$ cat src/rtl/priority_encoder_seq_pkg.sv
// Shared constants and state encoding for the sequential priority encoder.
package priority_encoder_seq_pkg;

    localparam int unsigned WIDTH = 8;
    localparam int unsigned IDX_W = $clog2(WIDTH);

    typedef enum logic {
        IDLE = 1'b0,
        EMIT = 1'b1
    } state_e;

endpackage

$ cat src/rtl/priority_encoder_seq_if.sv
// Load and output handshake bundle for the sequential priority encoder.
interface priority_encoder_seq_if;
    import priority_encoder_seq_pkg::*;

    logic             load_valid;
    logic             load_ready;
    logic [WIDTH-1:0] d;
    logic             out_valid;
    logic             out_ready;
    logic [IDX_W-1:0] out_idx;
    logic             out_last;
    logic             zero_err;
    logic             busy;

    modport master (
        output load_valid, d, out_ready,
        input  load_ready, out_valid, out_idx, out_last, zero_err, busy
    );

    modport slave (
        input  load_valid, d, out_ready,
        output load_ready, out_valid, out_idx, out_last, zero_err, busy
    );

endinterface

$ cat src/rtl/priority_encoder_seq_pri_enc8.sv
// Combinational highest-set-bit encoder with a one-hot detect flag.
module pri_enc8
    import priority_encoder_seq_pkg::*;
(
    input  logic [WIDTH-1:0] vec,
    output logic [IDX_W-1:0] idx,
    output logic             single
);

    // Ascending scan: the last set bit seen is the highest one.
    always_comb begin
        idx = '0;
        for (int unsigned i = 0; i < WIDTH; i++) begin
            if (vec[i]) begin
                idx = IDX_W'(i);
            end
        end
    end

    // Exactly one bit set: nonzero and clearing the lowest set bit leaves nothing.
    assign single = (vec != '0) && ((vec & (vec - WIDTH'(1))) == '0);

endmodule

$ cat src/rtl/priority_encoder_seq.sv
// Sequential 8-to-3 priority encoder: emits set-bit indices highest first.
module priority_encoder_seq
    import priority_encoder_seq_pkg::*;
(
    input  logic                  clk,
    input  logic                  rst,
    priority_encoder_seq_if.slave bus
);

    state_e           state_q, state_d;
    logic [WIDTH-1:0] pending_q, pending_d;
    logic             load_ready_q, load_ready_d;
    logic             out_valid_q, out_valid_d;
    logic             zero_err_q, zero_err_d;
    logic             busy_q, busy_d;
    logic [IDX_W-1:0] hi_idx;
    logic             hi_single;

    pri_enc8 u_enc (
        .vec    (pending_q),
        .idx    (hi_idx),
        .single (hi_single)
    );

    // Next-state, pending update and registered-output decode.
    always_comb begin
        state_d    = state_q;
        pending_d  = pending_q;
        zero_err_d = 1'b0;
        case (state_q)
            IDLE: begin
                if (bus.load_valid && load_ready_q) begin
                    if (bus.d != '0) begin
                        pending_d = bus.d;
                        state_d   = EMIT;
                    end else begin
                        zero_err_d = 1'b1;
                    end
                end
            end
            EMIT: begin
                if (out_valid_q && bus.out_ready) begin
                    pending_d = pending_q & ~(WIDTH'(1) << hi_idx);
                    if (hi_single) begin
                        state_d = IDLE;
                    end
                end
            end
            default: state_d = IDLE;
        endcase
        load_ready_d = (state_d == IDLE);
        out_valid_d  = (state_d == EMIT);
        busy_d       = (state_d == EMIT);
    end

    // State and output registers; load_ready rises on the first edge after reset.
    always_ff @(posedge clk or posedge rst) begin
        if (rst) begin
            state_q      <= IDLE;
            pending_q    <= '0;
            load_ready_q <= 1'b0;
            out_valid_q  <= 1'b0;
            zero_err_q   <= 1'b0;
            busy_q       <= 1'b0;
        end else begin
            state_q      <= state_d;
            pending_q    <= pending_d;
            load_ready_q <= load_ready_d;
            out_valid_q  <= out_valid_d;
            zero_err_q   <= zero_err_d;
            busy_q       <= busy_d;
        end
    end

    assign bus.load_ready = load_ready_q;
    assign bus.out_valid  = out_valid_q;
    assign bus.zero_err   = zero_err_q;
    assign bus.busy       = busy_q;
    assign bus.out_idx    = hi_idx;
    assign bus.out_last   = hi_single;

endmodule

$ cat src/flat_wrapper.sv
// flat-port wrapper written by rule: the top's interface ports become plain ports
module priority_encoder_seq_flat import priority_encoder_seq_pkg::*;
  (clk, rst, bus_load_valid, bus_d, bus_out_ready, bus_load_ready, bus_out_valid, bus_out_idx, bus_out_last, bus_zero_err, bus_busy);
  priority_encoder_seq_if bus_i ();
  input  logic clk;
  input  logic rst;
  input wire logic [$bits(bus_i.load_valid)-1:0] bus_load_valid;
  input wire logic [$bits(bus_i.d)-1:0] bus_d;
  input wire logic [$bits(bus_i.out_ready)-1:0] bus_out_ready;
  output wire logic [$bits(bus_i.load_ready)-1:0] bus_load_ready;
  output wire logic [$bits(bus_i.out_valid)-1:0] bus_out_valid;
  output wire logic [$bits(bus_i.out_idx)-1:0] bus_out_idx;
  output wire logic [$bits(bus_i.out_last)-1:0] bus_out_last;
  output wire logic [$bits(bus_i.zero_err)-1:0] bus_zero_err;
  output wire logic [$bits(bus_i.busy)-1:0] bus_busy;
  assign bus_i.load_valid = bus_load_valid;
  assign bus_i.d = bus_d;
  assign bus_i.out_ready = bus_out_ready;
  assign bus_load_ready = bus_i.load_ready;
  assign bus_out_valid = bus_i.out_valid;
  assign bus_out_idx = bus_i.out_idx;
  assign bus_out_last = bus_i.out_last;
  assign bus_zero_err = bus_i.zero_err;
  assign bus_busy = bus_i.busy;
  priority_encoder_seq u_core (.clk(clk), .rst(rst), .bus(bus_i));
endmodule
$ cat config.mk
export PLATFORM = sky130hd
export DESIGN_NAME = priority_encoder_seq_flat
export DESIGN_NICKNAME = d
export VERILOG_FILES = /design/src/rtl/priority_encoder_seq_pkg.sv /design/src/rtl/priority_encoder_seq_if.sv /design/src/rtl/priority_encoder_seq_pri_enc8.sv /design/src/rtl/priority_encoder_seq.sv /design/src/flat_wrapper.sv
export SDC_FILE = /design/constraint.sdc
export NUM_CORES = 1
export LEC_CHECK = 0
export ABC_AREA = 0
export CAP_MARGIN = 15
export CORE_MARGIN = 2
export CORE_UTILIZATION = 40
export DETAILED_ROUTE_END_ITERATION = 7
export GPL_ROUTABILITY_DRIVEN = 1
export PLACE_DENSITY = 0.7
export SETUP_SLACK_MARGIN = 0.5
export SYNTH_ARGS = -nofsm -noshare
export SYNTH_HDL_FRONTEND = slang
export SYNTH_SLANG_ARGS = --single-unit
$ cat constraint.sdc
create_clock -name clk -period 2.8 [get_ports clk]
set_input_delay 0.28 -clock clk [delete_from_list [all_inputs] [get_ports clk]]
set_output_delay 0.28 -clock clk [all_outputs]
set_load 0.1 [all_outputs]
==> run summary, run 1 <==
TritonCTS buffer count = 3
TritonCTS clock tree = done
Routed via count = 637
Final hold vios = 0
Placement Rows = 14
Drt first pass iters = 4
Placed Area = 858 µm²
Skew final = 0.0106 ns
Total negative slack = 0 ns
First-pass GRT wire length = 2680 µm
Core area = 1520 µm²
Worst-skew pair later-pin latency = 0.28 ns
Slew @ Worst Pin = 0.983 ns
Worst Path Required = 2.52 ns
Die X = 44.7 µm
Routed WL = 1650 µm
Port Buf Inserts = 19
R2R Path Start = u_core.state_q$_DFF_PP0_
Mapped Avg Cell Area = 8.73 µm²
Slew Limit Fails = 0
Largest cells by area after synthesis = dfrtp_1, nand2_1, o21ai_1, a22o_1, nor2_1
Mapped Cells = 76
Register bit total from synthesis = 11
Root Buffer Master = clkbuf_4
Crit path kind = register to output pin
Synth top area share = 41.5%
Total GRT Usage = 19.0%
Fillers = 149
Via density = 5.79
Gpl congestion = 0.804
Mapped Nets = 88
Worst setup path startpoint = u_core.pending_q[4]$_DFFE_PP0P_
Routed len/inst = 15.0 µm
Syn-to-layout area delta = 35.7%
CP startpoint kind = register
I/O pins = 20
Share of post-route cells with drive strength above 1 = 19.1%
Synth area leader = dfrtp_1
F_max = 472 MHz
Largest net degree at the start of global routing = 15
Starting Density = 43.5%
Commonest cells after routing, fill and taps aside = nand2_1, clkdlybuf4s50_1, dfrtp_1
Max Cap Viol = 0
Crit path DAT = 1.84 ns
Clk sink count = 11
Final design area excluding fillers = 900 µm²
Normalized max-slew margin = 34.5%
Core Util, Final = 59.0%
Crit path time final = 2.12 ns
Worst Hold Class = input pin to async pin
Diodes inserted = 0
Global route overflow = 0
Initial antenna violation count = 0
H-tree Lvls = 1
Final setup violation count = 0
Max clock buf depth = 2
Drt drc = 0
Post-Syn Area = 663 µm²
Remaining antenna violation count = 0
Hpwl dp = 1210 µm
Initial DRC Count = 16
Status = finished, final reports clean
RSZ-0062 raised after global routing = false
Vias in the first global route = 579
Post-CTS Setup Repair Bufs = 0
Final #Nets = 107
Chip height = 44.7 µm
Distinct cells, synth = 33
Element type at the critical path end = output pin
Setup slack on the worst flop-to-flop path = 0.83 ns
Final Cycle Share = 75.6%
Most common cell after layout, fill and taps aside = nand2_1
Sequential area share after synthesis = 41.5%
Crit path max fanout = 4
Warnings, synthesis = 0
Register clock-pin slew on the reported worst setup and hold paths = 0.08 ns
Die ar. = 2000 µm²
[final cells by class]
| cell class | instances | area, µm² | area share (%) |
|---|---|---|---|
| multi-input combinational | 56 | 380 | 42.3 |
| sequential | 11 | 275 | 30.6 |
| timing repair buffer | 19 | 183 | 20.3 |
| clock buffer | 4 | 26.3 | 2.92 |
| tap | 16 | 20.0 | 2.23 |
| inverter | 4 | 15.0 | 1.67 |
[worst max-delay path, cell delays in order (launching register included)]
cell and delay (ns):
dfrtp_1 0.46, inv_2 0.07, or4_4 0.55, a31oi_4 0.27
buf_12 0.21
[metal layers]
layer | wire length [µm] | global-route usage [%] | up-vias
li1 | - | - | 317
met1 | 798 | 26.1 | 297
met2 | 743 | 27.0 | 19
met3 | 81 | 8.80 | 4
met4 | 28 | 4.85 | 0
met5 | 0 | 0 | -
[sequential cells by signal, summed over array words and instances, names as in the netlist]
signal,cells
u_core.bus.load_ready,1
u_core.bus.zero_err,1
u_core.pending_q,8
u_core.state_q,1
[kinds of logic after synthesis]
kind of cell	after synthesis	synth area share, %
compound gates	25	27.5
simple gates	29	22.1
flops	11	41.5
buf+inv	9	6.04
xor+xnor	1	1.32
mux	1	1.51
[synthesized netlist by cell type (all sizes together)]
cell type   n
o41ai       1
nand3b      1
a22o        3
o311a       1
clkbuf      2
o21ai       8
o211ai      1
mux2i       1
a211oi      1
o21a        1
or4         1
buf         3
a31o        1
nor3        2
dfrtp      11
o31ai       2
nor2        6
a32o        1
o2bb2ai     1
a31oi       2
inv         4
a21oi       1
nand2      12
xor2        1
nor2b       2
nor4        4
and2        1
o32ai       1
[path summary, 6_finish.rpt]
kind	end	depth (start not counted)
min in group clk	u_core.bus.zero_err$_DFF_PP0_	2
worst max-delay path	bus_out_last	4
worst max register to register	u_core.pending_q[3]$_DFFE_PP0P_	4
worst min-delay path	u_core.bus.zero_err$_DFF_PP0_	2
max in group asynchronous	u_core.bus.load_ready$_DFF_PP0_	2
worst min register to register	u_core.bus.zero_err$_DFF_PP0_	2
[through the flow]
stage	hold WS [ns]	instances	setup WS, ns
after floorplan	0.132	76	0.562
after global placement	0.564	106	0.727
after detailed placement	0.546	106	0.700
after CTS	0.308	110	0.574
after global routing	0.333	110	0.598
final	0.293	110	0.682
[repair_timing]
action,CTS,global route
resized for setup,1,1
hold buffers,0,0
hold endpoints to repair,0,0
setup endpoints to repair,1,1
Power of run 1 is left out: the tool's default activity adds up to more than one toggle a clock period on the data nets, which glitch-free logic cannot reach.
==> run 2, diff against run 1 <==
Settings changed: PLACE_DENSITY 0.7 to 0.73.
Clock period 2.8 ns to 1.93 ns, I/O delays scaled along.
==> run summary, run 2 (same netlist as run 1, synthesis figures left out) <==
Status = finished, final reports clean
Routed WL = 2710 µm
Port Buf Inserts = 19
F_max = 524 MHz
Starting Density = 43.5%
Skew final = 0.00205 ns
Core area = 1520 µm²
Crit path kind = register to output pin
Placed Area = 952 µm²
Root Buffer Master = clkbuf_4
Area of the multi-input gates = 513 µm²
Drt drc = 0
CP startpoint kind = register
Hold-fix buffers at CTS = 0
Worst-skew pair later-pin latency = 0.27 ns
Normalized max-slew margin = 69.4%
Final Cycle Share = 98.9%
Die ar. = 2000 µm²
Chip height = 44.7 µm
Crit path max fanout = 6
Clk sink count = 11
Worst Path Required = 1.74 ns
H-tree Lvls = 1
Final setup violation count = 0
Routed len/inst = 19.6 µm
Remaining antenna violation count = 0
Max clock buf depth = 2
Slew Limit Fails = 0
I/O pins = 20
Gpl congestion = 0.856
Drt first pass iters = 4
Final #Nets = 135
Via density = 6.12
Hpwl dp = 1300 µm
Max reg flops = 8
Placement Rows = 14
Final design area excluding fillers = 1330 µm²
Final hold vios = 0
Element type at the critical path end = output pin
Diodes inserted = 0
R2R cell count = 8
Global route overflow = 0
Routed via count = 845
Slew @ Worst Pin = 0.458 ns
Worst Hold Class = input pin to register
Fillers = 66
Register Area = 289 µm²
Most common cell after layout, fill and taps aside = buf_4
Crit path time final = 1.91 ns
Vias in the first global route = 720
Largest net degree at the start of global routing = 12
Max Cap Viol = 0
Initial antenna violation count = 0
RSZ-0062 raised after global routing = true
Crit path DAT = 1.72 ns
Share of post-route cells with drive strength above 1 = 60.7%
Register clock-pin slew on the reported worst setup and hold paths = 0.08 ns
Cells on Worst Hold Path = 2
Commonest cells after routing, fill and taps aside = buf_4, buf_6, nand2_1, dfrtp_2
Total GRT Usage = 23.5%
Initial DRC Count = 57
First-pass GRT wire length = 3390 µm
TritonCTS clock tree = done
Syn-to-layout area delta = 101%
Die X = 44.7 µm
TritonCTS buffer count = 3
Largest Register = u_core.pending_q
[run 2: worst max-delay path, cell delays in order, from the launching register on]
cell and delay, ns:
dfrtp_2 0.48, nor4_4 0.40, o32ai_2 0.16, a31oi_4 0.20
buf_12 0.20
[run 2: final timing paths]
| path | to | from | slack (ns) |
|---|---|---|---|
| hold / removal | u_core.pending_q[5]$_DFFE_PP0P_ | bus_d[5] | 0.19 |
| hold reg to reg | u_core.pending_q[0]$_DFFE_PP0P_ | u_core.pending_q[0]$_DFFE_PP0P_ | 0.64 |
| min in group asynchronous | u_core.bus.zero_err$_DFF_PP0_ | rst | 0.22 |
| setup reg to reg | u_core.bus.load_ready$_DFF_PP0_ | u_core.pending_q[5]$_DFFE_PP0P_ | 0.11 |
| setup / recovery | bus_out_last | u_core.pending_q[5]$_DFFE_PP0P_ | 0.02 |
| max in group asynchronous | u_core.state_q$_DFF_PP0_ | rst | 1.36 |
[run 2: layout make-up]
cell class / count / area share [%]
Clock buffer: 4 / 1.98
Inverter: 4 / 1.32
Multi-Input combinational cell: 57 / 38.6
Sequential cell: 11 / 21.7
Tap cell: 16 / 1.51
Timing Repair Buffer: 46 / 34.9
[run 2: per-layer routing]
layer / vias up / routed length, µm / GRT usage [%]
met4: 0 / 52 / 5.45
met1: 406 / 1100 / 29.3
li1: 374 / - / -
met3: 12 / 199 / 5.60
met2: 53 / 1360 / 40.9
met5: - / 0 / 0
[run 2: repair_timing]
item,in CTS,in global routing
pin swaps,6,16
setup buffers,13,11
hold endpoints to repair,0,0
resized for setup,16,31
endpoints found under the setup margin,13,13
gates cloned,1,0
[run 2: stage by stage]
step           std cells  setup TNS (ns)  utilization, %  worst slack [ns]  hold WS, ns
2_1_floorplan         76         -0.0285               -           -0.0214       0.0453
3_3_place_gp         109               0            62.5             0.130        0.515
6_report             138               0            87.3            0.0210        0.193
4_1_cts              127               0            75.0            0.0615        0.226
3_5_place_dp         109               0            62.5            0.0279        0.527
5_1_grt              138         -0.0105            87.3           -0.0105        0.202
Power of run 2 is left out for the same reason.
==> run 3, diff against run 2 <==
Settings changed: CAP_MARGIN 15 to 20, MAX_ROUTING_LAYER from default to met4.
==> run summary, run 3 (same netlist as run 1, synthesis figures left out) <==
Routed len/inst = 20.2 µm
Global route overflow = 0
Worst Path Required = 1.74 ns
Final hold vios = 0
Initial antenna violation count = 0
Status = finished, final reports clean
Via density = 6.33
TritonCTS buffer count = 3
Routed via count = 880
Remaining antenna violation count = 0
Slew Limit Fails = 0
H-tree Lvls = 1
Final #Nets = 136
Crit path max fanout = 4
Final setup violation count = 0
Diodes inserted = 0
CP startpoint kind = register
Root Buffer Master = clkbuf_4
Element type at the critical path end = output pin
Die ar. = 2000 µm²
Routed WL = 2810 µm
Crit path kind = register to output pin
Total negative slack = 0 ns
Starting Density = 43.5%
Port Buf Inserts = 19
Hpwl dp = 1300 µm
Final Cycle Share = 99.7%
Drt first pass iters = 4
Core Util, Final = 84.6%
Commonest cells after routing, fill and taps aside = buf_4, nand2_1, clkdlybuf4s50_1, dfrtp_2
Core area = 1520 µm²
Max Cap Viol = 0
Most common cell after layout, fill and taps aside = buf_4
Placement Rows = 14
F_max = 519 MHz
Slew @ Worst Pin = 0.460 ns
Register clock-pin slew on the reported worst setup and hold paths = 0.08 ns
First-pass GRT wire length = 3390 µm
Syn-to-layout area delta = 94.3%
Die X = 44.7 µm
Gpl congestion = 0.870
Worst Hold Class = input pin to async pin
Area of the multi-input gates = 490 µm²
RSZ-0062 raised after global routing = true
Total GRT Usage = 24.5%
TritonCTS clock tree = done
Cell total after placement = 109
Chip height = 44.7 µm
Share of post-route cells with drive strength above 1 = 57.7%
Fillers = 69
Initial DRC Count = 51
Crit path DAT = 1.73 ns
Max reg flops = 8
Clk sink count = 11
I/O pins = 20
Register Area = 289 µm²
Non-Filler Instances = 139
Hold-fix buffers at CTS = 0
Worst-skew pair later-pin latency = 0.28 ns
Largest Register = u_core.pending_q
Drt drc = 0
Skew final = 0.00412 ns
Crit path time final = 1.92 ns
Largest net degree at the start of global routing = 12
Max clock buf depth = 2
Vias in the first global route = 720
Normalized max-slew margin = 69.3%
## run 3: cell types whose count changed in the layout (fill, tap and decap cells not counted), moves of 2 or more
cell and delta:
dlymetal6s2s_1 -3, buf_4 +6, clkdlybuf4s50_1 +3, nand2_2 -2
buf_6 -5, nand2_1 +2
## run 3: repair_timing
action | 4_1_cts | 5_1_grt
endpoints found under the setup margin | 13 | 13
gates resized for setup | 16 | 17
pin swaps | 6 | 9
cloned | 1 | 0
setup buffers | 13 | 12
## run 3: path summary, 6_finish.rpt
kind	slack (ns)	start	endpoint	cells after the start
hold reg to reg	0.65	u_core.pending_q[0]$_DFFE_PP0P_	u_core.pending_q[0]$_DFFE_PP0P_	1
setup / recovery	0.005	u_core.pending_q[6]$_DFFE_PP0P_	bus_out_last	3
setup reg to reg	0.06	u_core.pending_q[7]$_DFFE_PP0P_	u_core.bus.load_ready$_DFF_PP0_	8
min in group clk	0.21	bus_d[3]	u_core.pending_q[3]$_DFFE_PP0P_	2
max in group asynchronous	1.36	rst	u_core.state_q$_DFF_PP0_	2
hold / removal	0.21	rst	u_core.pending_q[0]$_DFFE_PP0P_	2
## run 3: stage by stage
step | cell area [µm²] | hold WS [ns] | setup WS, ns
after floorplan | 723 | 0.0453 | -0.0214
after global placement | 952 | 0.515 | 0.130
after detailed placement | 952 | 0.527 | 0.0279
after CTS | 1140 | 0.226 | 0.0615
after global routing | 1290 | 0.223 | -0.0214
final | 1290 | 0.206 | 0.00502
## run 3: layout make-up
type	count	area share, %
timing repair buffer	47	34.6
multi-input combinational	57	38.1
sequential	11	22.4
tap	16	1.55
inverter	4	1.36
clock buffer	4	2.04
## run 3: worst max-delay path, stage by stage, from the launching register on
cell and delay (ns):
dfrtp_2 0.46, or4_4 0.58, a31oi_4 0.22, buf_12 0.20
## run 3: routing by layer
metal	part of all wire (%)	global-route usage [%]	vias to the layer above
met2	49	39.7	56
met1	39	31.3	427
met4	4.4	5.45	0
met3	7.7	5.20	16
li1	-	-	381
met5	0	-	-
Power of run 3 is left out for the same reason.
